### src/rtl/gray_updown_counter.sv
// Up/down gray-code counter with optional saturation and an optional binary shadow register.
// Define GRAY_UPDOWN_COUNTER_WRAP_EN to build the registered o_wrap bound-crossing pulse.
module gray_updown_counter #(
   parameter int WIDTH          = 8,
   parameter int SATURATE       = 0,
   parameter int FAST_NOT_SMALL = 0
) (
   input  logic             i_clk,
   input  logic             i_rst,
   input  logic             i_cg,
   input  logic             i_incr,
   input  logic             i_decr,
   input  logic             i_load,
   input  logic [WIDTH-1:0] i_loadBin,
   output logic [WIDTH-1:0] o_gray,
   output logic [WIDTH-1:0] o_bin,
   output logic             o_isZero,
   output logic             o_isMax,
   output logic             o_wrap
);

   localparam logic [WIDTH-1:0] MAX_VAL = '1;

   logic [WIDTH-1:0] gray_q;
   logic [WIDTH-1:0] gray_d;
   logic [WIDTH-1:0] bin_d;
   logic [WIDTH-1:0] cur_bin;
   logic             incr_only;
   logic             decr_only;
   logic             at_max;
   logic             at_zero;

   assign incr_only = i_incr & ~i_decr & ~i_load;
   assign decr_only = i_decr & ~i_incr & ~i_load;
   assign at_max    = (cur_bin == MAX_VAL);
   assign at_zero   = (cur_bin == '0);

   // Next binary value; reset and clock-gate are applied at the register.
   always_comb begin
      bin_d = cur_bin;
      if (i_load) begin
         bin_d = i_loadBin;
      end else if (incr_only) begin
         if (at_max) begin
            bin_d = (SATURATE != 0) ? MAX_VAL : '0;
         end else begin
            bin_d = cur_bin + 1'b1;
         end
      end else if (decr_only) begin
         if (at_zero) begin
            bin_d = (SATURATE != 0) ? '0 : MAX_VAL;
         end else begin
            bin_d = cur_bin - 1'b1;
         end
      end
      gray_d = bin_d ^ (bin_d >> 1);
   end

   always_ff @(posedge i_clk) begin
      if (i_rst) begin
         gray_q <= '0;
      end else if (i_cg) begin
         gray_q <= gray_d;
      end
   end

   generate
      if (FAST_NOT_SMALL != 0) begin : g_fast
         logic [WIDTH-1:0] bin_q;

         always_ff @(posedge i_clk) begin
            if (i_rst) begin
               bin_q <= '0;
            end else if (i_cg) begin
               bin_q <= bin_d;
            end
         end

         assign cur_bin = bin_q;
      end else begin : g_small
         // Each binary bit is the XOR of all gray bits at or above it.
         for (genvar gi = 0; gi < WIDTH; gi++) begin : g_bit
            assign cur_bin[gi] = ^gray_q[WIDTH-1:gi];
         end
      end
   endgenerate

   assign o_gray   = gray_q;
   assign o_bin    = cur_bin;
   assign o_isZero = at_zero;
   assign o_isMax  = at_max;

`ifdef GRAY_UPDOWN_COUNTER_WRAP_EN
   logic wrap_q;
   logic wrap_d;

   // Pulses for any accepted bound crossing, including a clamped one.
   always_comb begin
      wrap_d = i_cg & ((incr_only & at_max) | (decr_only & at_zero));
   end

   always_ff @(posedge i_clk) begin
      if (i_rst) begin
         wrap_q <= 1'b0;
      end else begin
         wrap_q <= wrap_d;
      end
   end

   assign o_wrap = wrap_q;
`else
   assign o_wrap = 1'b0;
`endif

endmodule

### config.mk
export PLATFORM = sky130hd
export DESIGN_NAME = gray_updown_counter
export DESIGN_NICKNAME = d
export VERILOG_FILES = /design/src/rtl/gray_updown_counter.sv
export SDC_FILE = /design/constraint.sdc
export NUM_CORES = 1
export LEC_CHECK = 0
export ABC_AREA = 1
export BUFFER_PORTS_ARGS = -buffer_cell sky130_fd_sc_hd__clkbuf_2
export CAP_MARGIN = 20
export CORE_MARGIN = 2
export CORE_UTILIZATION = 40
export DETAILED_ROUTE_END_ITERATION = 8
export HOLD_SLACK_MARGIN = 0.06
export SYNTH_ARGS = -nofsm -noshare
export SYNTH_HDL_FRONTEND = slang
export SYNTH_SLANG_ARGS = --single-unit
### constraint.sdc
create_clock -name i_clk -period 4.1 [get_ports i_clk]
set_clock_uncertainty 0.2 [all_clocks]
set_input_delay 0.205 -clock i_clk [delete_from_list [all_inputs] [get_ports i_clk]]
set_output_delay 0.205 -clock i_clk [all_outputs]
set_load 0.02 [all_outputs]
==> run summary, run 1 <==
Post-Synthesis Cells: 243
Most common cell after layout, fill and taps aside: nand2_1
Routability congestion estimate: 0.958
DR iter-0 viols: 141
Overall global routing resource usage: 19.8%
Final clock period utilization by the worst path: 87.0%
Sequential power share: 17.7%
Met1 demand-to-capacity share in global routing: 27.5%
Chip height: 62.3 µm
Number of vias per cell: 5.01
Ant diodes: 0
Clock tree from TritonCTS: done
Critical path class: reg -> reg
Top Usage Layer GRT: met2
Type of the most critical hold path: in -> reg
Most frequent cells in the layout: nand2_1 (86), nand3_1 (35), clkbuf_2 (31), inv_1 (24), nor2_1 (16)
Power density of the placed cells: 366 nW/µm²
Wirelength, routed: 3780 µm
Syn Nets: 261
Number of flip-flops under the largest register name: 8
Synthesized area per cell: 5.59 µm²
Overall overflow remaining after global route: 0
Compound-Gate Fraction of Synth Area: 9.30%
Total of cells resized after clock tree synthesis: 0
Hold Crit Depth: 2
Detailed Routing Iterations Pass 1: 4
Combinational family with the most area after synthesis: simple AND/OR/NAND/NOR gates
Avg WL per Cell: 11.8 µm
Number of rows in the core area: 21
Startpoint types: register
Via count of the routed design: 1602
Synthesized flop and latch total: 8
Overall die area: 3880 µm²
Total number of H-tree levels: 1
Post CTS Setup Buffer Count: 0
Setup repair after global routing missed its margin: false
Maximum vdd drop: 0.000216 V
Number of synthesis warnings: 0
Outcome: completed
Path depth of the worst reg2reg path: 24
Clock transition at the registers of the reported paths: 50 ps
HPWL reported at the end of detailed placement: 3110 µm
Highest Clock Rate: 0.280 GHz
Switching part of the total power: 56.9%
Number of failing hold endpoints at the final stage: 0
Power Total: 579 µW
Clock share of power: 10.1%
Leak: 0.881 nW
Total core area: 3310 µm²
Vias in the first global route: 1419
Fill cell instance count of the final layout: 374
Final #Nets: 294
Fraction of synthesized area in multiplexers: 0%
Largest fanout on the critical path: 10
Root Buffer Master: clkbuf_4
Number of maximum-capacitance constraint violations: 0
Data required time at the worst endpoint: 4050 ps
Post-route DRC violation count: 0
Worst-skew pair later-pin latency: 250 ps
Synthesized cell area: 1360 µm²
Layout Area Growth over Synthesis: 16.3%
Seq/Total Area, Yosys: 11.8%
Met3 Usage GRT: 1.27%
Wire length of the first global-routing pass: 6320 µm
Nature of the critical path endpoint: register
Worst reg-to-reg setup slack: 530 ps
Fraction of final layout cells sized beyond drive strength 1: 23.0%
Met2 track demand over resource in global routing: 33.4%
Clock period minus final worst setup slack: 3570 ps
Max Slew Vio Count: 0
Setup Viol. Count Final: 0
Synth Area in Simple Gates: 58.2%
Logic pwr share: 72.2%
Largest net degree at the start of global routing: 15
Tightest hold margin: 135 ps
Post-DRT Antenna Nets: 0
Synth cell types: 31
Port Buffer Count: 31
Data arrival time of the critical path: 3520 ps
Initial cell density of the core: 41.0%
Adder and majority cell fraction of the synthesized area: 3.68%
XOR/XNOR Fraction of Synth Area: 6.45%
Internal power of the cells: 249 µW
Number of primary I/O pins: 33
Antenna violations before repair: 0
Sw Pwr: 330 µW
Post-Route Setup TNS: 0 ps
Die Width: 62.3 µm
Number of buffers inserted during clock tree synthesis: 3
Number of buffers on the longest clock path: 2
Number of sinks driven by the clock tree: 8
## what timing repair did
item | 4_1_cts | 5_1_grt
hold buffers | 1 | 0
endpoints found under the setup margin | 0 | 0
endpoints found under the hold margin | 3 | 0
## layer usage
metal | vias to the layer above | share of wire [%]
met4 | 0 | 1.5
met5 | - | 0
li1 | 844 | -
met1 | 705 | 50
met2 | 44 | 45
met3 | 9 | 3.2
## worst paths after layout
kind,start,end
setup / recovery,o_gray[7]$_SDFFE_PP0P_,o_gray[5]$_SDFFE_PP0P_
hold / removal,i_cg,o_gray[1]$_SDFFE_PP0P_
setup reg to reg,o_gray[7]$_SDFFE_PP0P_,o_gray[5]$_SDFFE_PP0P_
hold reg to reg,o_gray[6]$_SDFFE_PP0P_,o_gray[6]$_SDFFE_PP0P_
## final cells by class
cell class / count / area [µm²] / area share (%)
multi-input combinational: 200 / 1060 / 67.0
tap: 46 / 57.6 / 3.64
clock buffer: 3 / 22.5 / 1.43
inverter: 31 / 116 / 7.36
sequential: 8 / 160 / 10.1
timing repair buffer: 32 / 165 / 10.5
## power groups by stage
stage | Clock, mW | Sequential (mW) | Combinational, mW
4_1_cts | 0.0612 | 0.102 | 0.415
6_report | 0.0587 | 0.102 | 0.418
3_5_place_dp | 0 | 0.104 | 0.414
5_1_grt | 0.0639 | 0.104 | 0.465
2_1_floorplan | 0 | 0.110 | 0.308
3_3_place_gp | 0 | 0.104 | 0.418
## through the flow
step / utilization [%] / cell area [µm²] / setup WS, ps / cells
2_1_floorplan: - / 1360 / 699 / 243
3_3_place_gp: 46.7 / 1550 / 572 / 316
3_5_place_dp: 46.7 / 1550 / 574 / 316
4_1_cts: 47.7 / 1580 / 559 / 320
5_1_grt: 47.7 / 1580 / 260 / 320
6_report: 47.7 / 1580 / 532 / 320
## Yosys cell counts
cell type  count  area (µm²)
buf_4          2        15.0
a21o_1         1        7.51
nor2_1        16        60.1
a21oi_1        7        35.0
inv_2          6        22.5
nand2_2        7        43.8
nor2_4         1        11.3
xor2_2         1        16.3
nand3_1       35         175
clkbuf_1       1        3.75
nor2_8         1        20.0
nand4_1        7        43.8
xnor2_1        2        17.5
ha_1           4        50.1
dfxtp_1        8         160
o21ai_0       10        50.1
o211ai_1       2        15.0
nand2_4        5        56.3
a21oi_2        1        8.76
nor3_1         1        5.00
xor2_1         3        26.3
nand2_1       86         323
nand3_2        4        40.0
clkinv_1       1        3.75
inv_1         24        90.1
xor2_4         1        27.5
nor2_2         1        6.26
o21ai_1        2        10.0
or2_2          1        6.26
conb_1         1        3.75
buf_2          1        5.00
## logic make-up after synthesis
group | count (synthesis)
and+or+nand+nor | 165
buffers and inverters | 35
AOI/OAI and AO/OA | 23
DFF | 8
xor gates and xnor gates | 7
adders and majority gates | 4
other | 1
## critical path, stage by stage (launching register included)
cell     delay, ps
dfxtp_1        460
inv_1          170
ha_1           430
inv_1          120
nand3_2        120
nand2_4        110
inv_2          120
nand2_1         90
nand2_4        150
ha_1           200
inv_1           60
nor2_1         130
nand3_2        120
nor2_2         160
nand2_1        100
o21ai_1        120
nand2_1         70
nand2_1         60
nand2_1         70
nand2_1        130
inv_1           50
nand2_1         60
nand3_1         60
nand2_1         70
inv_1           30
(Power assumes the default switching activity.)
==> inputs of run 2 (changes only) <==
Settings changed: PLACE_DENSITY from default to 0.75.
==> run summary, run 2 (same netlist as run 1, synthesis figures left out) <==
Data required time at the worst endpoint: 4050 ps
Leak: 0.881 nW
Number of failing hold endpoints at the final stage: 0
Clock period minus final worst setup slack: 3640 ps
Highest-delay cell along the critical path: dfxtp_1
Family of cells with the greatest summed delay on the critical path: simple AND/OR/NAND/NOR gates
Number of primary I/O pins: 33
Wirelength, routed: 3820 µm
Overall overflow remaining after global route: 0
Highest Clock Rate: 0.275 GHz
DR iter-0 viols: 80
Cells along the critical path: inv_1, ha_1, inv_1, nand3_2, nand2_4, inv_2, nand2_1, nand2_4, ha_1, inv_1, nor2_1, nand3_2, nor2_2, nand2_1, o21ai_1, nand2_1, nand2_1, nand2_1, nand2_1, inv_1, nand2_1, nand3_1, nand2_1, inv_1
Total number of H-tree levels: 1
Number of vias per cell: 5.08
Total of cells resized after clock tree synthesis: 0
HPWL reported at the end of detailed placement: 3160 µm
Number of maximum-capacitance constraint violations: 0
Most frequent cells in the layout: nand2_1 (86), nand3_1 (35), clkbuf_2 (31), inv_1 (24), nor2_1 (16)
Power density of the placed cells: 366 nW/µm²
Layout Area Growth over Synthesis: 16.3%
Vias in the first global route: 1377
Setup Viol. Count Final: 0
Cell mode on critical path: nand2_1
Max Slew Vio Count: 0
Clock transition at the registers of the reported paths: 60 ps
Post-Route Setup TNS: 0 ps
Non-filler instance count after layout: 320
Overall die area: 3880 µm²
Nature of the critical path endpoint: register
Fraction of final layout cells sized beyond drive strength 1: 23.0%
Ant diodes: 0
Data arrival time of the critical path: 3590 ps
Type of the most critical hold path: in -> reg
Setup repair after global routing missed its margin: false
Startpoint types: register
Avg WL per Cell: 11.9 µm
Antenna violations before repair: 0
Critical path buffers and inverters: 6
Number of rows in the core area: 21
Number of buffers inserted during clock tree synthesis: 3
Number of sinks driven by the clock tree: 8
Routability congestion estimate: 0.941
Worst-skew pair later-pin latency: 250 ps
Wire length of the first global-routing pass: 6140 µm
Port Buffer Count: 31
Final clock period utilization by the worst path: 88.7%
Root Buffer Master: clkbuf_4
Largest net degree at the start of global routing: 15
Worst stage delay on the critical path: 480 ps
Post-DRT Antenna Nets: 0
Post-route DRC violation count: 0
Total core area: 3310 µm²
Clock tree from TritonCTS: done
Chip height: 62.3 µm
Outcome: completed
Number of buffers on the longest clock path: 2
Detailed Routing Iterations Pass 1: 4
Number of flip-flops under the largest register name: 8
Total placed cells including tap cells: 316
Critical path class: reg -> reg
Most common cell after layout, fill and taps aside: nand2_1
Final #Nets: 294
Die Width: 62.3 µm
Overall global routing resource usage: 19.4%
Largest fanout on the critical path: 10
Initial cell density of the core: 41.0%
Maximum vdd drop: 0.000244 V
Via count of the routed design: 1626
[run 2: timing repair]
item                      CTS  global route
hold endpoints to repair    3             0
setup buffers               0             0
hold buffers                1             0
[run 2: cell type report]
class	instances	area [µm²]
clock buffer	3	22.5
multi-input combinational	200	1060
fill	376	1730
timing repair buffer	32	165
sequential	8	160
inverter	31	116
tap	46	57.6
[run 2: final timing paths]
path,to,slack (ps),cells after the start,from
worst min-delay path,o_gray[1]$_SDFFE_PP0P_,150,2,i_cg
worst max-delay path,o_gray[5]$_SDFFE_PP0P_,460,24,o_gray[7]$_SDFFE_PP0P_
worst min register to register,o_gray[6]$_SDFFE_PP0P_,390,2,o_gray[6]$_SDFFE_PP0P_
worst max register to register,o_gray[5]$_SDFFE_PP0P_,460,24,o_gray[7]$_SDFFE_PP0P_
[run 2: worst reg2reg max path, stage by stage (launching register included)]
cell and delay [ps]:
dfxtp_1 480, inv_1 170, ha_1 430, inv_1 110, nand3_2 120, nand2_4 110, inv_2 120, nand2_1 90
nand2_4 150, ha_1 230, inv_1 60, nor2_1 120, nand3_2 120, nor2_2 160, nand2_1 100, o21ai_1 140
nand2_1 60, nand2_1 50, nand2_1 70, nand2_1 140, inv_1 60, nand2_1 60, nand3_1 70, nand2_1 70
inv_1 30
[run 2: per-layer routing]
| layer | track usage [%] | up-vias | share of wire (%) |
|---|---|---|---|
| li1 | - | 845 | - |
| met1 | 24.9 | 730 | 44 |
| met2 | 34.9 | 47 | 50 |
| met3 | 1.63 | 4 | 5.0 |
| met4 | 4.72 | 0 | 0.68 |
| met5 | 0 | - | 0 |
[run 2: power breakdown]
part / internal, mW / switching [mW] / total, mW
Clock: 0.0335 / 0.0262 / 0.0597
Combinational: 0.129 / 0.288 / 0.418
Sequential: 0.0862 / 0.0155 / 0.102
Total: 0.249 / 0.330 / 0.579
[run 2: stage by stage]
stage	total power [mW]	hold WS, ps	util, %	worst slack [ps]	cell area [µm²]
4_1_cts	0.579	134	47.7	497	1580
5_1_grt	0.627	165	47.7	171	1580
6_report	0.579	147	47.7	462	1580
3_3_place_gp	0.516	297	46.7	657	1550
2_1_floorplan	0.418	150	-	699	1360
3_5_place_dp	0.517	301	46.7	515	1550
==> inputs of run 3 (changes only) <==
Settings changed: CORE_UTILIZATION 40 to 54, PLACE_DENSITY 0.75 to 0.93.
==> run summary, run 3 (same netlist as run 1, synthesis figures left out) <==
Outcome: completed
Number of failing hold endpoints at the final stage: 0
Largest net degree at the start of global routing: 15
Internal power of the cells: 249 µW
Final clock period utilization by the worst path: 87.4%
Maximum vdd drop: 0.000345 V
Overall die area: 2930 µm²
Setup Viol. Count Final: 0
Data required time at the worst endpoint: 4050 ps
Total placed cells including tap cells: 300
Final #Nets: 294
Data arrival time of the critical path: 3530 ps
Number of primary I/O pins: 33
Layout Area Growth over Synthesis: 14.8%
Number of flip-flops under the largest register name: 8
Post-place setup slack: 584 ps
Setup repair after global routing missed its margin: false
Number of vias per cell: 5.42
Vias in the first global route: 1377
Post CTS Setup Buffer Count: 0
Ant diodes: 0
Detailed Routing Iterations Pass 1: 4
Number of maximum-capacitance constraint violations: 0
Avg WL per Cell: 12.0 µm
Total number of H-tree levels: 1
Sw Pwr: 332 µW
Wire length of the first global-routing pass: 6100 µm
Clock tree from TritonCTS: done
Number of buffers inserted during clock tree synthesis: 3
Chip height: 54.2 µm
Overall overflow remaining after global route: 0
Fraction of final layout cells sized beyond drive strength 1: 23.0%
Type of the most critical hold path: in -> reg
Power density of the placed cells: 372 nW/µm²
Initial cell density of the core: 55.9%
Critical path class: reg -> reg
Post-DRT Antenna Nets: 0
Number of rows in the core area: 18
Nature of the critical path endpoint: register
Fill cell instance count of the final layout: 244
Non-filler instance count after layout: 304
Leak: 0.881 nW
Logic pwr share: 71.8%
Startpoint types: register
Via count of the routed design: 1647
Most frequent cells in the layout: nand2_1 (86), nand3_1 (35), clkbuf_2 (31), inv_1 (24), nor2_1 (16)
Setup WS post-layout: 518 ps
Switching part of the total power: 57.1%
Die Width: 54.2 µm
Power Total: 581 µW
Max Slew Vio Count: 0
Post-route DRC violation count: 0
Overall global routing resource usage: 28.2%
Total core area: 2430 µm²
Antenna violations before repair: 0
Highest Clock Rate: 0.279 GHz
Most common cell after layout, fill and taps aside: nand2_1
Largest fanout on the critical path: 10
Clock period minus final worst setup slack: 3580 ps
Port Buffer Count: 31
Total of cells resized after clock tree synthesis: 0
Routability congestion estimate: 0.993
Post-Route Setup TNS: 0 ps
Sequential power share: 17.5%
Root Buffer Master: clkbuf_4
Wirelength, routed: 3650 µm
Worst-skew pair later-pin latency: 260 ps
HPWL reported at the end of detailed placement: 2970 µm
Clock transition at the registers of the reported paths: 60 ps
Clock share of power: 10.7%
Number of sinks driven by the clock tree: 8
DR iter-0 viols: 47
Number of buffers on the longest clock path: 2
run 3: worst paths after layout:
check	startpoint	end	slack, ps	cells past startpoint
setup reg to reg	o_gray[7]$_SDFFE_PP0P_	o_gray[5]$_SDFFE_PP0P_	520	24
hold / removal	i_cg	o_gray[1]$_SDFFE_PP0P_	130	2
hold reg to reg	o_gray[6]$_SDFFE_PP0P_	o_gray[6]$_SDFFE_PP0P_	400	2
setup / recovery	o_gray[7]$_SDFFE_PP0P_	o_gray[5]$_SDFFE_PP0P_	520	24
run 3: critical path, stage by stage, from the launching register on:
cell and delay (ps):
dfxtp_1 470, inv_1 170, ha_1 420, inv_1 120
nand3_2 130, nand2_4 100, inv_2 110, nand2_1 90
nand2_4 150, ha_1 190, inv_1 50, nor2_1 130
nand3_2 110, nor2_2 150, nand2_1 100, o21ai_1 140
nand2_1 70, nand2_1 70, nand2_1 70, nand2_1 130
inv_1 50, nand2_1 60, nand3_1 60, nand2_1 70
inv_1 30
run 3: power by group through the flow:
stage	Sequential, mW	Combinational [mW]	Clock (mW)
6_report	0.101	0.417	0.0621
5_1_grt	0.103	0.466	0.0670
4_1_cts	0.101	0.416	0.0622
3_5_place_dp	0.103	0.413	0
3_3_place_gp	0.102	0.411	0
2_1_floorplan	0.110	0.308	0
run 3: through the flow:
stage | utilization [%] | hold WS (ps) | cell area (µm²)
floorplan | - | 150 | 1360
global placement | 62.8 | 294 | 1530
detailed placement | 62.8 | 304 | 1530
CTS | 64.1 | 126 | 1560
global route | 64.1 | 169 | 1560
finish | 64.1 | 131 | 1560
run 3: timing repair:
item,in CTS,in global routing
endpoints found under the hold margin,3,0
endpoints found under the setup margin,0,0
hold buffers,1,0
run 3: metal layers:
| metal | part of all wire [%] | wire [µm] | GRT usage (%) |
|---|---|---|---|
| met1 | 43 | 1580 | 35.9 |
| met2 | 47 | 1730 | 49.4 |
| met3 | 6.7 | 244 | 3.06 |
| met4 | 2.5 | 92 | 8.33 |
| met5 | 0 | 0 | 0 |
run 3: final cells by class:
type,instances,area (µm²),area share (%)
Multi-Input combinational cell,200,1060,67.8
Timing Repair Buffer,32,165,10.6
Sequential cell,8,160,10.3
Inverter,31,116,7.46
Tap cell,30,37.5,2.41
Clock buffer,3,22.5,1.44
